### src/rtl/bd_sync_pkg.sv
// Shared definitions for the bundled-data receive bridge: FSM encodings,
// synchroniser depth floor and pointer sizing.
package bd_sync_pkg;

  localparam int unsigned SYNC_MIN = 2;

  typedef enum logic {
    IDLE = 1'b0,
    HOLD = 1'b1
  } bdState_e;

  // Index width for a power-of-two FIFO; never narrower than one bit.
  function automatic int unsigned ptrWidth(input int unsigned depth);
    return (depth > 1) ? $clog2(depth) : 1;
  endfunction

endpackage

### src/rtl/bd_sync_ff.sv
// N-stage flop chain bringing an asynchronous level into the clk domain.
module bd_sync_ff
  import bd_sync_pkg::*;
#(
  parameter int unsigned STAGES = 2
) (
  input  logic clk,
  input  logic rst,
  input  logic d,
  output logic q
);

  localparam int unsigned N = (STAGES < SYNC_MIN) ? SYNC_MIN : STAGES;

  logic [N-1:0] chain;

  always_ff @(posedge clk or negedge rst) begin
    if (!rst) begin
      chain <= '0;
    end else begin
      chain <= {chain[N-2:0], d};
    end
  end

  assign q = chain[N-1];

endmodule

### src/rtl/bd_rx_sync_bridge.sv
// Receives 2-phase bundled-data words from an async pipeline, buffers them in a
// small FIFO and presents them as a valid/ready stream in the clk domain.
module bd_rx_sync_bridge
  import bd_sync_pkg::*;
#(
  parameter int unsigned DATA_W      = 32,
  parameter int unsigned DEPTH       = 4,
  parameter int unsigned SYNC_STAGES = 2
) (
  input  logic                     clk,
  input  logic                     rst,
  input  logic                     inR,
  input  logic [DATA_W-1:0]        inData,
  output logic                     outA,
  output logic                     oValid,
  output logic [DATA_W-1:0]        oData,
  input  logic                     iReady,
  output logic [$clog2(DEPTH):0]   oCount,
  output logic                     oStall
);

  localparam int unsigned PTR_W  = ptrWidth(DEPTH);
  localparam int unsigned CNT_W  = PTR_W + 1;
  localparam int unsigned STAGES = (SYNC_STAGES < SYNC_MIN) ? SYNC_MIN : SYNC_STAGES;
  localparam logic [CNT_W-1:0] FULL_CNT = CNT_W'(DEPTH);

  logic              reqS;
  logic              lastReq;
  logic              pendingC;
  logic              popC;
  logic              pushC;
  logic              fullC;
  logic              stallC;
  logic [CNT_W-1:0]  count;
  logic [CNT_W-1:0]  cntNext;
  logic [PTR_W-1:0]  wPtr;
  logic [PTR_W-1:0]  rPtr;
  logic [DATA_W-1:0] mem [DEPTH];
  bdState_e          state;
  bdState_e          stateNext;

  bd_sync_ff #(
    .STAGES (STAGES)
  ) u_reqSync (
    .clk (clk),
    .rst (rst),
    .d   (inR),
    .q   (reqS)
  );

  // A phase difference between the synchronised request and the last
  // acknowledged phase means one word is waiting on inData.
  assign pendingC = reqS ^ lastReq;
  assign popC     = oValid & iReady;
  assign fullC    = (count == FULL_CNT);
  assign pushC    = pendingC & (~fullC | popC);

  always_ff @(posedge clk or negedge rst) begin
    if (!rst) begin
      state <= IDLE;
    end else begin
      state <= stateNext;
    end
  end

  always_comb begin
    stateNext = state;
    case (state)
      IDLE:    if (pendingC && !pushC) stateNext = HOLD;
      HOLD:    if (pushC)              stateNext = IDLE;
      default:                         stateNext = IDLE;
    endcase
  end

  always_comb begin
    stallC = 1'b0;
    if (state == HOLD) stallC = 1'b1;
  end

  assign oStall = stallC;

  // Capture side: data is sampled raw, it has been stable since before reqS moved.
  always_ff @(posedge clk or negedge rst) begin
    if (!rst) begin
      wPtr    <= '0;
      lastReq <= 1'b0;
      outA    <= 1'b0;
    end else if (pushC) begin
      wPtr    <= wPtr + PTR_W'(1);
      lastReq <= reqS;
      outA    <= ~outA;
    end
  end

  always_ff @(posedge clk) begin
    if (pushC) mem[wPtr] <= inData;
  end

  always_ff @(posedge clk or negedge rst) begin
    if (!rst) begin
      rPtr <= '0;
    end else if (popC) begin
      rPtr <= rPtr + PTR_W'(1);
    end
  end

  always_comb begin
    cntNext = count;
    case ({pushC, popC})
      2'b10:   cntNext = count + CNT_W'(1);
      2'b01:   cntNext = count - CNT_W'(1);
      default: cntNext = count;
    endcase
  end

  always_ff @(posedge clk or negedge rst) begin
    if (!rst) begin
      count  <= '0;
      oValid <= 1'b0;
    end else begin
      count  <= cntNext;
      oValid <= (cntNext != '0);
    end
  end

  assign oCount = count;
  // Head word is forced to zero when empty so the output is clean during reset.
  assign oData  = oValid ? mem[rPtr] : '0;

endmodule

### config.mk
export PLATFORM = sky130hd
export DESIGN_NAME = bd_rx_sync_bridge
export DESIGN_NICKNAME = d
export VERILOG_FILES = /design/src/rtl/bd_sync_pkg.sv /design/src/rtl/bd_sync_ff.sv /design/src/rtl/bd_rx_sync_bridge.sv
export SDC_FILE = /design/constraint.sdc
export NUM_CORES = 1
export LEC_CHECK = 0
export CORE_ASPECT_RATIO = 1.1
export CORE_UTILIZATION = 50
export CTS_BUF_LIST = sky130_fd_sc_hd__clkbuf_8
export CTS_CLUSTER_DIAMETER = 50
export DETAILED_ROUTE_END_ITERATION = 8
export PLACE_DENSITY = 0.74
export SLEW_MARGIN = 25
export SYNTH_ARGS = -nofsm -noshare
export SYNTH_HDL_FRONTEND = slang
export SYNTH_HIERARCHICAL = 1
export SYNTH_SLANG_ARGS = --single-unit
### constraint.sdc
create_clock -name clk -period 5.95 [get_ports clk]
set_input_delay 1.785 -clock clk [delete_from_list [all_inputs] [get_ports clk]]
set_output_delay 1.785 -clock clk [all_outputs]
set_load 0.01 [all_outputs]
==> results of run 1 <==
-- power breakdown --
part / internal (mW) / switching [mW]
Combinational: 0.694 / 0.462
Clock: 0.426 / 0.321
Sequential: 1.34 / 0.177
Total: 2.46 / 0.960
-- area by class of cell --
type	instances	area share
inverter	3	0.00166
sequential	141	0.614
tap	143	0.0263
multi-input combinational	110	0.192
timing repair buffer	74	0.109
clock buffer	19	0.0385
clock inverter	13	0.0197
-- per-stage QoR --
| stage | utilization | cell area (um^2) | hold WS, ns |
|---|---|---|---|
| after global placement | 0.605 | 6400 | 0.332 |
| after detailed placement | 0.605 | 6400 | 0.352 |
| final | 0.642 | 6800 | 0.365 |
| after floorplan | - | 5530 | 0.331 |
| after global routing | 0.642 | 6800 | 0.370 |
| after CTS | 0.642 | 6800 | 0.370 |
-- cells by family (layout without fill, tap and decap cells) --
family	Yosys count	after routing	synth area share
buffers and inverters	15	109	0.0120
adder cells (fa/ha/maj)	5	5	0.0127
XOR/XNOR	6	6	0.0109
AO/OA/AOI/OAI	13	13	0.0179
multiplexers	34	34	0.134
AND/OR/NAND/NOR	52	52	0.0588
flip-flops	141	141	0.754
-- how the worst max path moves through the flow --
stage	to	depth (start not counted)	startpoint
2_1_floorplan	oValid	7	iReady
3_3_place_gp	oData[18]	4	rPtr[0]
3_5_place_dp	oData[31]	4	rPtr[0]
4_1_cts	oData[31]	4	rPtr[0]
5_1_grt	oData[18]	4	rPtr[0]
6_report	oData[31]	4	rPtr[0]
-- worst register-to-register path, delay by kind of cell, from the launching register on --
family	cells	cell delay (ns)
compound gates	2	0.44
fa+ha+maj	1	0.46
simple gates	3	0.85
flops	1	0.63
-- registers in the layout, summed over array words and instances, names as in the netlist, named ones only --
| signal | count |
|---|---|
| lastReq | 1 |
| mem | 128 |
| oCount | 3 |
| oValid | 1 |
| outA | 1 |
| rPtr | 2 |
| u_reqSync/chain | 2 |
| wPtr | 2 |
-- placed cells by master, fill, tap and decap left out, drive strengths merged, types with 2 or more instances in the layout --
cell type / instances
nor2: 2
nand2: 7
inv: 8
o21ai: 4
and2: 38
clkdlybuf4s50: 73
xnor2: 5
clkbuf: 19
edfxtp: 128
ha: 4
dfrtp: 13
clkinv: 5
mux4: 32
mux2: 2
a21oi: 2
bufinv: 3
-- layer usage --
layer / vias up / routed length, um / track usage
li1: 1220 / - / -
met1: 1334 / 3810 / 0.220
met2: 78 / 4560 / 0.268
met3: 8 / 477 / 0.0579
met4: 2 / 63 / 0.0629
met5: - / 13 / 0
==> flow_metrics.env, run 1 <==
export IMPL_status="completed"
export IMPL_viasPerCell=5.25
export IMPL_drtAntennaViolNets=0
export IMPL_cts_sinks=141
export IMPL_start_util=0.523
export IMPL_place_congestion=0.789
export IMPL_ys_top_cells_by_area="edfxtp_1 (69%), mux4_2 (13%), dfrtp_1 (5.9%), and2_1 (4.1%), ha_1 (0.90%)"
export IMPL_dr_pass1_iters=4
export IMPL_finalSetupTns_ns=0
export IMPL_cp_required_ns=4.16
export IMPL_antenna_found_initial=1
export IMPL_root_buffer="clkbuf_8"
export IMPL_nets=388
export IMPL_cts_hold_buffers=0
export IMPL_multi_input_area_mm2=0.00130
export IMPL_holdPathStages=0
export IMPL_rr_endpoint="oValid"
export IMPL_antenna_cells=0
export IMPL_period_minus_slack_ns=4.63
export IMPL_cts_resized=0
export IMPL_path_class="reg2out"
export IMPL_dp_cells=471
export IMPL_syn_area_mm2=0.00553
export IMPL_grt_pass1_wl_um=13800
export IMPL_ir_drop_mv=0.336
export IMPL_die_area_mm2=0.0115
export IMPL_synthTopCellsByCount="edfxtp_1 (128), and2_1 (36), mux4_2 (32)"
export IMPL_critical_path_max_stage_delay_ns=0.86
export IMPL_slowest_stage="dfrtp_2"
export IMPL_power_mw=3.42
export IMPL_wl_per_cell_um=17.7
export IMPL_setup_violations=0
export IMPL_fin_skew_ns=0.0118
export IMPL_avgSynthCellArea_um2=20.8
export IMPL_synth_edf_count=128
export IMPL_pre_cts_slack_ns=1.69
export IMPL_yosysUniqueCellTypes=33
export IMPL_reg2reg_slack_ns=3.46
export IMPL_clock_fmax_mhz=216
export IMPL_rsz0062_at_grt="no"
export IMPL_cellPowerDensity_mw_per_mm2=503
export IMPL_reg2reg_depth=6
export IMPL_r2r_start="oValid"
export IMPL_hp_start="u_reqSync/chain[0]"
export IMPL_slew_viol_final=0
export IMPL_insertion_delay_ns=0.42
export IMPL_cts_tree="built"
export IMPL_ys_async_sr_fraction=0.0922
export IMPL_worstMarginPinSlew_ns=0.874
export IMPL_coreArea_mm2=0.0106
export IMPL_cp_start_kind="flop"
export IMPL_hold_path_class="reg2reg"
export IMPL_grt_pass1_vias=2688
export IMPL_arrival_ns=2.84
export IMPL_wirelength_um=8920
export IMPL_relSlewSlack=0.417
export IMPL_place_port_buffers=73
export IMPL_ys_flop_type="edfxtp_1"
export IMPL_cts_htree_levels=4
export IMPL_leakage_nw=2.27
export IMPL_seqCellArea_mm2=0.00417
export IMPL_path_clk_slew_ns=0.07
export IMPL_cp_max_fo=23
export IMPL_synthToLayoutAreaGrowth_pct=22.9
export IMPL_fin_crit_sh=0.777
export IMPL_gr_total_overflow=0
export IMPL_drt_initial_drc_count=125
export IMPL_cts_buffers=17
export IMPL_cp_buffers_inverters=2
export IMPL_syn_instance_count=266
export IMPL_stdcell_count=503
export IMPL_yosysSeqAreaShare=0.754
export IMPL_die_h_um=112
export IMPL_post_cts_setup_buffer_count=0
export IMPL_synth_seq_cells=141
export IMPL_drc_errors=0
export IMPL_num_fill_cells=768
export IMPL_min_to="u_reqSync/chain[1]"
export IMPL_cp_top_family="flip-flops"
export IMPL_via_count=2642
export IMPL_die_w_um=102
export IMPL_cap_viol_max_count=0
export IMPL_drive_gt1_frac=0.206
export IMPL_rows=39
export IMPL_hpwl_um=5440
export IMPL_yosysMostFrequentCell="edfxtp_1"
export IMPL_yosys_area_top_type="edfxtp_1"
export IMPL_crit_chain="buf_4, mux4_2, and2_1, clkdlybuf4s50_1"
export IMPL_hold_viol_final=0
export IMPL_ios=74
export IMPL_clockBufferDepth=2
export IMPL_setup_ws_ns=1.32
export IMPL_synth_fp_nets=307
export IMPL_endpoint_kind="primary output"
export IMPL_yosys_warnings=6
export IMPL_track_usage=0.170
export IMPL_yosys_area_top_type_share=0.695
export IMPL_grt_max_degree=36
No activity file was read; power rests on OpenSTA's default activity.
==> run 2, diff against run 1 <==
- PLACE_DENSITY: 0.74 -> 0.76
- clock period: 5.95 -> 3.8 ns (I/O delays scaled with it)
==> run 2 against run 1 <==
Register-to-register slack worse by 2.0 ns. Cell count is 2.2% higher. Utilization is 1.1 points higher. Sequential share of layout area down 1.1 points. Largest power group unchanged.
==> flow_metrics.env, run 2 (synthesized netlist as in run 1, its figures left out) <==
export IMPL_status="completed"
export IMPL_cp_start_kind="flop"
export IMPL_endpoint_kind="primary output"
export IMPL_hold_viol_final=0
export IMPL_setup_violations=0
export IMPL_drt_initial_drc_count=130
export IMPL_cts_tree="built"
export IMPL_start_util=0.523
export IMPL_antenna_cells=0
export IMPL_cts_htree_levels=4
export IMPL_insertion_delay_ns=0.44
export IMPL_cts_resized=0
export IMPL_ios=74
export IMPL_cp_required_ns=2.66
export IMPL_clockBufferDepth=2
export IMPL_dp_cells=482
export IMPL_hpwl_um=5930
export IMPL_cap_viol_max_count=0
export IMPL_wl_per_cell_um=18.5
export IMPL_top_register="mem"
export IMPL_wirelength_um=9500
export IMPL_crit_chain="buf_4, mux4_2, and2_1, clkdlybuf4s50_1"
export IMPL_drc_errors=0
export IMPL_drtAntennaViolNets=0
export IMPL_grt_pass1_wl_um=14900
export IMPL_leakage_nw=2.31
export IMPL_root_buffer="clkbuf_8"
export IMPL_rsz0062_at_grt="no"
export IMPL_pre_cts_slack_ns=0.351
export IMPL_synthToLayoutAreaGrowth_pct=25.0
export IMPL_ir_drop_mv=0.413
export IMPL_die_area_mm2=0.0115
export IMPL_cp_max_fo=18
export IMPL_path_clk_slew_ns=0.07
export IMPL_hold_path_class="reg2reg"
export IMPL_whs_ns=0.359
export IMPL_die_w_um=102
export IMPL_finalSetupTns_ns=0
export IMPL_path_class="reg2out"
export IMPL_dr_pass1_iters=6
export IMPL_grt_pass1_vias=2880
export IMPL_fin_skew_ns=0.00889
export IMPL_drive_gt1_frac=0.235
export IMPL_grt_max_degree=30
export IMPL_reg2reg_slack_ns=1.42
export IMPL_slew_viol_final=0
export IMPL_arrival_ns=2.46
export IMPL_slowest_stage="dfrtp_2"
export IMPL_cts_sinks=141
export IMPL_coreArea_mm2=0.0106
export IMPL_place_congestion=0.700
export IMPL_final_common_cell="edfxtp_1"
export IMPL_mostFrequentLayoutCells="edfxtp_1 (128), clkdlybuf4s50_1 (73), mux4_2 (32), and2_1 (32), clkbuf_8 (17)"
export IMPL_die_h_um=112
export IMPL_largest_reg_flops=128
export IMPL_period_minus_slack_ns=3.60
export IMPL_gr_total_overflow=0
export IMPL_relSlewSlack=0.611
export IMPL_fin_crit_sh=0.946
export IMPL_power_mw=5.50
export IMPL_clock_fmax_mhz=278
export IMPL_viasPerCell=5.29
export IMPL_critical_path_max_stage_delay_ns=0.66
export IMPL_cts_buffers=17
export IMPL_via_count=2719
export IMPL_nets=399
export IMPL_cts_hold_buffers=0
export IMPL_worstMarginPinSlew_ns=0.581
export IMPL_antenna_found_initial=0
export IMPL_post_cts_setup_buffer_count=0
export IMPL_place_port_buffers=73
export IMPL_setup_ws_ns=0.204
export IMPL_track_usage=0.185
export IMPL_rows=39
export IMPL_cellPowerDensity_mw_per_mm2=796
export IMPL_stdcell_count=514
[run 2: path summary, 6_finish.rpt]
check / startpoint / to / cells past startpoint
max in group asynchronous: rst / rPtr[0] / 1
min in group asynchronous: rst / outA / 1
worst max register to register: oValid / oValid / 7
worst min-delay path: u_reqSync/chain[0] / u_reqSync/chain[1] / 0
worst min register to register: u_reqSync/chain[0] / u_reqSync/chain[1] / 0
worst max-delay path: rPtr[1] / oData[1] / 4
[run 2: critical path, delay by kind of cell, from the launching register on]
kind          cells  cell delay, ns
buf+inv           2            0.83
flops             1            0.66
mux               1            0.35
simple gates      1            0.18
[run 2: area by class of cell]
class	count	area (um^2)
clock buffer	17	234
multi-input combinational	110	1300
inverter	3	11.3
sequential	141	4170
clock inverter	15	174
timing repair buffer	85	846
tap	143	179
fill	731	3670
[run 2: per-stage QoR]
step	utilization	cell area, um^2
2_1_floorplan	-	5530
3_5_place_dp	0.615	6510
6_report	0.653	6920
3_3_place_gp	0.615	6510
5_1_grt	0.653	6920
4_1_cts	0.653	6920
[run 2: per-layer routing]
| metal | vias to the layer above | wire length (um) | track usage |
|---|---|---|---|
| li1 | 1238 | - | - |
| met1 | 1396 | 4040 | 0.224 |
| met2 | 72 | 4940 | 0.308 |
| met3 | 13 | 375 | 0.0548 |
| met4 | 0 | 143 | 0.0771 |
| met5 | - | 0 | 0 |
[run 2: where the power goes]
part	internal, mW	leakage, nW	total (mW)	switching, mW
Combinational	1.16	0.787	2.05	0.896
Sequential	2.09	1.33	2.25	0.157
Clock	0.646	0.194	1.20	0.557
==> run 3, diff against run 2 <==
- CAP_MARGIN: unset -> 40
==> results of run 3 <==
Final layout, timing and power as in run 2 (identical DEF).
